`config.mk`:
```
export PLATFORM = sky130hd
export DESIGN_NAME = systolic_result_deskew_unit
export DESIGN_NICKNAME = d
export VERILOG_FILES = /design/src/rtl/systolic_result_deskew_unit.sv
export SDC_FILE = /design/constraint.sdc
export NUM_CORES = 2
export LEC_CHECK = 0
export CAP_MARGIN = 20
export CORE_MARGIN = 10
export CORE_UTILIZATION = 62
export CTS_CLUSTER_SIZE = 20
export DETAILED_ROUTE_END_ITERATION = 16
export GPL_TIMING_DRIVEN = 0
export PLACE_DENSITY_LB_ADDON = 0.15
export SETUP_SLACK_MARGIN = 0.1
export SKIP_CTS_REPAIR_TIMING = 1
export SLEW_MARGIN = 20
export SYNTH_ARGS = -nofsm -noshare
export SYNTH_HDL_FRONTEND = slang
export SYNTH_SLANG_ARGS = --single-unit
```
`constraint.sdc`:
```
create_clock -name clk -period 3.2 [get_ports clk]
set_input_delay 0.32 -clock clk [delete_from_list [all_inputs] [get_ports clk]]
set_output_delay 0.32 -clock clk [all_outputs]
set_load 0.05 [all_outputs]
```
`src/rtl/systolic_result_deskew_unit.sv`:
```
// Realigns diagonally skewed systolic-array result lanes into row-aligned vectors.
// Lane i is delayed by (MATRIX_WIDTH-1-i) enabled cycles; valid/address travel with lane 0.
module systolic_result_deskew_unit #(
    parameter int MATRIX_WIDTH = 14,
    parameter int DATA_WIDTH   = 32,
    parameter int ADDR_WIDTH   = 16,
    parameter int COUNT_WIDTH  = 16
) (
    input  logic                                 clk,
    input  logic                                 rst,
    input  logic                                 enable,
    input  logic                                 valid_in,
    input  logic [ADDR_WIDTH-1:0]                addr_in,
    input  logic [MATRIX_WIDTH*DATA_WIDTH-1:0]   data_in,
    output logic [MATRIX_WIDTH*DATA_WIDTH-1:0]   data_out,
    output logic [ADDR_WIDTH-1:0]                addr_out,
    output logic                                 valid_out,
    output logic [COUNT_WIDTH-1:0]               row_count
);

    localparam int DEPTH = MATRIX_WIDTH - 1;

    // Pipes are packed vectors with stage 0 in the low slice; shifting is a
    // concat-and-truncate so a depth of 1 needs no special case.
    logic [DEPTH-1:0]              valid_q, valid_d;
    logic [DEPTH:0]                valid_ext;
    logic [DEPTH*ADDR_WIDTH-1:0]   addr_q, addr_d;
    logic [(DEPTH+1)*ADDR_WIDTH-1:0] addr_ext;
    logic [COUNT_WIDTH-1:0]        row_count_q, row_count_d;

    assign valid_ext = {valid_q, valid_in};
    assign addr_ext  = {addr_q, addr_in};

    always_comb begin
        valid_d = valid_q;
        addr_d  = addr_q;
        if (enable) begin
            valid_d = valid_ext[DEPTH-1:0];
            addr_d  = addr_ext[DEPTH*ADDR_WIDTH-1:0];
        end
    end

    always_ff @(posedge clk) begin
        if (rst) begin
            valid_q <= '0;
            addr_q  <= '0;
        end else begin
            valid_q <= valid_d;
            addr_q  <= addr_d;
        end
    end

    for (genvar i = 0; i < MATRIX_WIDTH - 1; i++) begin : g_lane
        localparam int LD = MATRIX_WIDTH - 1 - i;

        logic [LD*DATA_WIDTH-1:0]     sr_q, sr_d;
        logic [(LD+1)*DATA_WIDTH-1:0] sr_ext;

        assign sr_ext = {sr_q, data_in[i*DATA_WIDTH +: DATA_WIDTH]};

        always_comb begin
            sr_d = sr_q;
            if (enable) begin
                sr_d = sr_ext[LD*DATA_WIDTH-1:0];
            end
        end

        always_ff @(posedge clk) begin
            if (rst) begin
                sr_q <= '0;
            end else begin
                sr_q <= sr_d;
            end
        end

        assign data_out[i*DATA_WIDTH +: DATA_WIDTH] = sr_q[LD*DATA_WIDTH-1 -: DATA_WIDTH];
    end

    // The last lane is already aligned when it arrives, so it passes straight through.
    assign data_out[(MATRIX_WIDTH-1)*DATA_WIDTH +: DATA_WIDTH] =
        data_in[(MATRIX_WIDTH-1)*DATA_WIDTH +: DATA_WIDTH];

    assign valid_out = enable & valid_q[DEPTH-1];
    assign addr_out  = addr_q[DEPTH*ADDR_WIDTH-1 -: ADDR_WIDTH];

    always_comb begin
        row_count_d = row_count_q;
        if (valid_out) begin
            row_count_d = row_count_q + COUNT_WIDTH'(1);
        end
    end

    always_ff @(posedge clk) begin
        if (rst) begin
            row_count_q <= '0;
        end else begin
            row_count_q <= row_count_d;
        end
    end

    assign row_count = row_count_q;

endmodule

```
After elaboration in Yosys (flattened, before gate mapping)
Cells that the tools add are included.
Storage, ports and cells
  memories kept: 0
  register bits after elaboration: 3149
  bits in read-only memories: 0
  output and inout bits: 481
  memory bits (writable): 0
  bits in latches: 0
  input port bits: 468
  word-level logic and storage cells: 18
Cells by class
  mux-type cells: 0
  div/mod/pow operators: 0
  shift operators: 0
  magnitude comparators: 0
  multiply operators: 0
  bitwise gates (word level): 1
  $add $sub $neg: 1
  eq/ne operators: 0
  reductions and logical operators: 0
Operators by type and width (number)
  adder 16 x 1 -> 16 bit, second input constant: 1
  bitwise AND 1 bit: 1

Longest topological paths before layout
  word-level depth: 1
  depth in mapped cells: 7

Least setup slack after synthesis
No wires, ideal clock.
  path type: reg-to-reg
  from: reg row_count_q[7], in the netlist row_count[7]
  to: reg row_count_q[15], in the netlist row_count[15]
  data arrival time: 1748 ps
  period minus slack after synthesis: 1818 ps
  data required time: 3130 ps
  buffers on the path: 0
  cell stages (with the launch flop): 5
  setup slack: 1382 ps
  setup time: 70 ps
  cell sequence: dfxtp_1 -> nand4_2 -> or3_4 -> or3_1 -> a21oi_1
On the way
  longest elaborated chain between the ends: 1
RTL lines
  from (decl): line 29  | logic [COUNT_WIDTH-1:0] row_count_q, row_count_d;
  from (signal assigned): line 97  | row_count_q <= row_count_d;
  adder 16 x 1 -> 16 bit: line 89  | row_count_d = row_count_q + COUNT_WIDTH'(1);
No other way between the ends.
A chain may end at the register's enable or synchronous reset.

Worst setup path after layout
  from: reg g_lane[7].sr_q[189]
  to: out data_out[253]
RTL lines
  from (decl): line 56  | logic [LD*DATA_WIDTH-1:0] sr_q, sr_d;
  from (signal assigned): line 72  | sr_q <= sr_d;
  to (decl): line 15  | output logic [MATRIX_WIDTH*DATA_WIDTH-1:0] data_out,
No word-level cell between the ends.

==> results_tabular.tex <==
\begin{tabular}{lr}
\hline
Metric & Value \\
\hline
\multicolumn{2}{l}{\textbf{Outcome}} \\
Result of the run & complete, but fails checks \\
Failing checks & hold timing \\
\multicolumn{2}{l}{\textbf{Global route}} \\
Global-route wire length before repair & 436 mm \\
Antenna violations before repair & 52 \\
Total overflow reported by the global router & 0 \\
Vias in the first global route & 78200 \\
All-layer global routing usage & 27.2\% \\
Largest net degree at the start of global routing & 17 \\
\multicolumn{2}{l}{\textbf{Critical path}} \\
Worst-path fanout max & 2 \\
CP cell instances & buf\_4 > clkdlybuf4s50\_1 \\
Type of the worst setup path & flip-flop to output pin \\
Delay of the slowest cell on the worst path & 1.07 ns \\
Critical Path End Type & output pin \\
Worst setup path start & g\_lane[7].sr\_q[189]\$\_SDFFE\_PP0P\_ \\
Critical-path cell with the highest stage delay & sky130\_fd\_sc\_hd\_\_clkdlybuf4s50\_1 \\
Worst Path Required & 2.88 ns \\
Launching element type of the critical path & flip-flop \\
CP arrival & 2.41 ns \\
Origin of the critical flop-to-flop path & row\_count[0]\$\_SDFFE\_PP0P\_ \\
\multicolumn{2}{l}{\textbf{STA}} \\
RSZ-0062 raised after global routing & false \\
Crit path setup slack, layout & 0.471 ns \\
Final worst hold slack & -0.00204 ns \\
Top achievable clock speed & 0.366 GHz \\
Slew Limit Headroom & 29.1\% \\
Max Clock Skew & 0.0282 ns \\
Worst-margin pin slew & 1.06 ns \\
Final critical path time including I/O delays and setup & 2.73 ns \\
Pins over their slew limit & 0 \\
Final-report hold violation count & 1 \\
Post-route fraction of the period consumed by the critical path & 85.3\% \\
Total of endpoints with negative setup slack in the final report & 0 \\
\multicolumn{2}{l}{\textbf{Yosys}} \\
Most common flop cell mapped by yosys & sky130\_fd\_sc\_hd\_\_dfxtp\_1 \\
Most common cell in the netlist & sky130\_fd\_sc\_hd\_\_dfxtp\_1 \\
Post-synthesis sequential area ratio & 55.7\% \\
Distinct cell type count after synthesis & 26 \\
Number of synthesis warnings & 0 \\
Number of enable flip-flop cells after synthesis & 0 \\
Number of synthesized register bits & 3149 \\
Area contributors post-synth & sky130\_fd\_sc\_hd\_\_dfxtp\_1 (56\%), sky130\_fd\_sc\_hd\_\_mux2i\_1 (28\%), sky130\_fd\_sc\_hd\_\_nor2\_1 (10\%) \\
Avg Synthesized Cell Area & 10.7 um\^{}2 \\
Fraction of registers with async set/reset & 0\% \\
Gate count after technology mapping & 10600 \\
Top cells by instance count after synthesis & sky130\_fd\_sc\_hd\_\_dfxtp\_1 (3149), sky130\_fd\_sc\_hd\_\_nor2\_1 (3143), sky130\_fd\_sc\_hd\_\_mux2i\_1 (3133) \\
Net count after synthesis & 11100 \\
Post-synthesis cell type with the largest combined area & sky130\_fd\_sc\_hd\_\_dfxtp\_1 \\
Summed instance area of the synthesized netlist & 113000 um\^{}2 \\
Area fraction of the dominant cell type after synthesis & 55.7\% \\
\multicolumn{2}{l}{\textbf{Routing}} \\
Antenna violation net count after detailed routing & 0 \\
Number of DRC violations after detailed-routing iteration 0 & 3807 \\
Met2 Routed Length & 142 mm \\
Top routing layer used & met5 \\
Wire per inst & 19.6 um \\
Post-route DRC & 0 \\
Detailed-route wire length on metal 1 & 112 mm \\
Per-cell via count in the routed design & 5.24 \\
Met3 routed wirelength & 13.0 mm \\
Detailed-route wire length & 283 mm \\
Via total after detailed routing & 75900 \\
DRT Pass-1 Iters & 6 \\
\multicolumn{2}{l}{\textbf{Die}} \\
Starting utilization of the core area & 62.5\% \\
Num rows & 156 \\
Total die area & 200000 um\^{}2 \\
Die boundary height & 447 um \\
Core box area & 181000 um\^{}2 \\
Width of the die & 447 um \\
Number of top-level design ports & 949 \\
\multicolumn{2}{l}{\textbf{Clock network}} \\
Clock Root Buffer & sky130\_fd\_sc\_hd\_\_clkbuf\_16 \\
TritonCTS clock tree & yes \\
Number of sinks on the clock net & 3149 \\
Clock latency reported for the late side of the worst-skew pair & 0.93 ns \\
CTS clock-pin slew for the worst setup and hold paths & 0.06 ns \\
TritonCTS buffer count & 322 \\
Number of H-tree levels & 5 \\
Buffers from clock root to sink, at most & 4 \\
\multicolumn{2}{l}{\textbf{Placement}} \\
DP Worst Slack & 0.337 ns \\
Buffers on Ports & 914 \\
Final HPWL DP & 212 mm \\
Post-placement cell area & 125000 um\^{}2 \\
Final Wtd Congestion & 0.858 \\
\multicolumn{2}{l}{\textbf{Power}} \\
Static Leak & 61.4 nW \\
Final total power & 82.2 mW \\
Seq pwr share & 48.9\% \\
Fraction of power spent switching nets & 21.9\% \\
Worst supply voltage drop on vdd & 0.000498 V \\
Net Switching & 18.0 mW \\
Power Dens Cells & 605 nW/um\^{}2 \\
Int Power & 64.2 mW \\
Proportion of power drawn by combinational gates & 5.8\% \\
Clock network fraction of total power & 45.2\% \\
\multicolumn{2}{l}{\textbf{Finish}} \\
Core Util, Final & 75.1\% \\
Layout overhead on the synthesized area & 20.1\% \\
Final cell area excluding filler cells & 136000 um\^{}2 \\
Fraction of final layout cells with drive strength greater than 1 & 10.5\% \\
Number of nets in the final layout & 12300 \\
\multicolumn{2}{l}{\textbf{Hold path}} \\
Hold\_sp & data\_in[79] \\
Min-Delay Path Class & primary input to flip-flop \\
\multicolumn{2}{l}{\textbf{Flow run}} \\
Max-cap violation count & 0 \\
\hline
\end{tabular}
-- through the flow --
step / cells / TNS (ns)
after floorplan: 10600 / 0
after global placement: 13900 / -13.43
after detailed placement: 13900 / 0
after CTS: 14400 / 0
after global routing: 14500 / 0
final: 14500 / 0
-- flip-flops by register name, indices dropped and copies added, names as in the netlist --
| name | flops |
|---|---|
| addr_q | 208 |
| g_lane.sr_q | 2912 |
| row_count | 16 |
| valid_q | 13 |
-- worst max-delay path: cells and delay by family (launching register included) --
kind     cells  cell delay, ns
flops        1            0.33
buf+inv      2            1.17
-- path summary, 6_finish.rpt --
kind,end,slack [ns],cells after the start
worst max-delay path,data_out[253],0.47,2
worst max register to register,row_count[14]$_SDFFE_PP0P_,1.57,5
worst min register to register,g_lane[7].sr_q[141]$_SDFFE_PP0P_,0.47,2
worst min-delay path,g_lane[2].sr_q[15]$_SDFFE_PP0P_,-0.002,3
-- cells by family (layout without fill, tap and decap cells) --
kind of cell	Yosys count	in the layout	synth area share (%)
adders and majority gates	1	1	0.0111
buffers and inverters	1134	2603	5.87
muxes	3133	3133	27.7
and+or+nand+nor	3176	3176	10.6
xor gates and xnor gates	10	10	0.0774
AOI/OAI and AO/OA	10	10	0.0442
other	0	30	0
DFF	3149	3149	55.7
-- cells in the final DEF, fill, tap and decap left out, types with 30 or more instances in the layout --
master	synthesis	layout
sky130_fd_sc_hd__buf_4	562	562
sky130_fd_sc_hd__mux2i_1	3133	3133
sky130_fd_sc_hd__dfxtp_1	3149	3149
sky130_fd_sc_hd__clkbuf_1	320	395
sky130_fd_sc_hd__clkbuf_16	0	333
sky130_fd_sc_hd__clkinv_2	0	38
sky130_fd_sc_hd__clkbuf_8	0	70
sky130_fd_sc_hd__nor2_1	3143	3143
sky130_fd_sc_hd__clkdlybuf4s50_1	0	914
sky130_fd_sc_hd__buf_2	223	223
sky130_fd_sc_hd__diode_2	0	30
-- cell type report --
type	instances	area (um^2)
Clock inverter	70	911
Timing Repair Buffer	919	9230
Buffer	1133	6640
Tap cell	2370	2970
Sequential cell	3149	63000
Fill cell	12300	45200
Clock buffer	480	9590
Antenna cell	30	75.1
Multi-Input combinational cell	6330	43500
Inverter	1	3.75
-- metal layers --
metal,vias up,GRT usage (%)
met5,-,0
met4,24,15.4
met3,619,4.86
met2,1507,48.3
met1,36400,30.8
li1,37300,-
-- power by group through the flow --
| stage | clock network [mW] | registers (mW) | logic [mW] |
|---|---|---|---|
| floorplan | 0 | 41.0 | 3.18 |
| global placement | 0 | 41.1 | 4.60 |
| detailed placement | 0 | 41.1 | 4.74 |
| CTS | 37.6 | 40.2 | 4.79 |
| global route | 39.2 | 40.3 | 5.11 |
| finish | 37.2 | 40.2 | 4.78 |
Note: power is estimated with default switching activity, not from simulation.
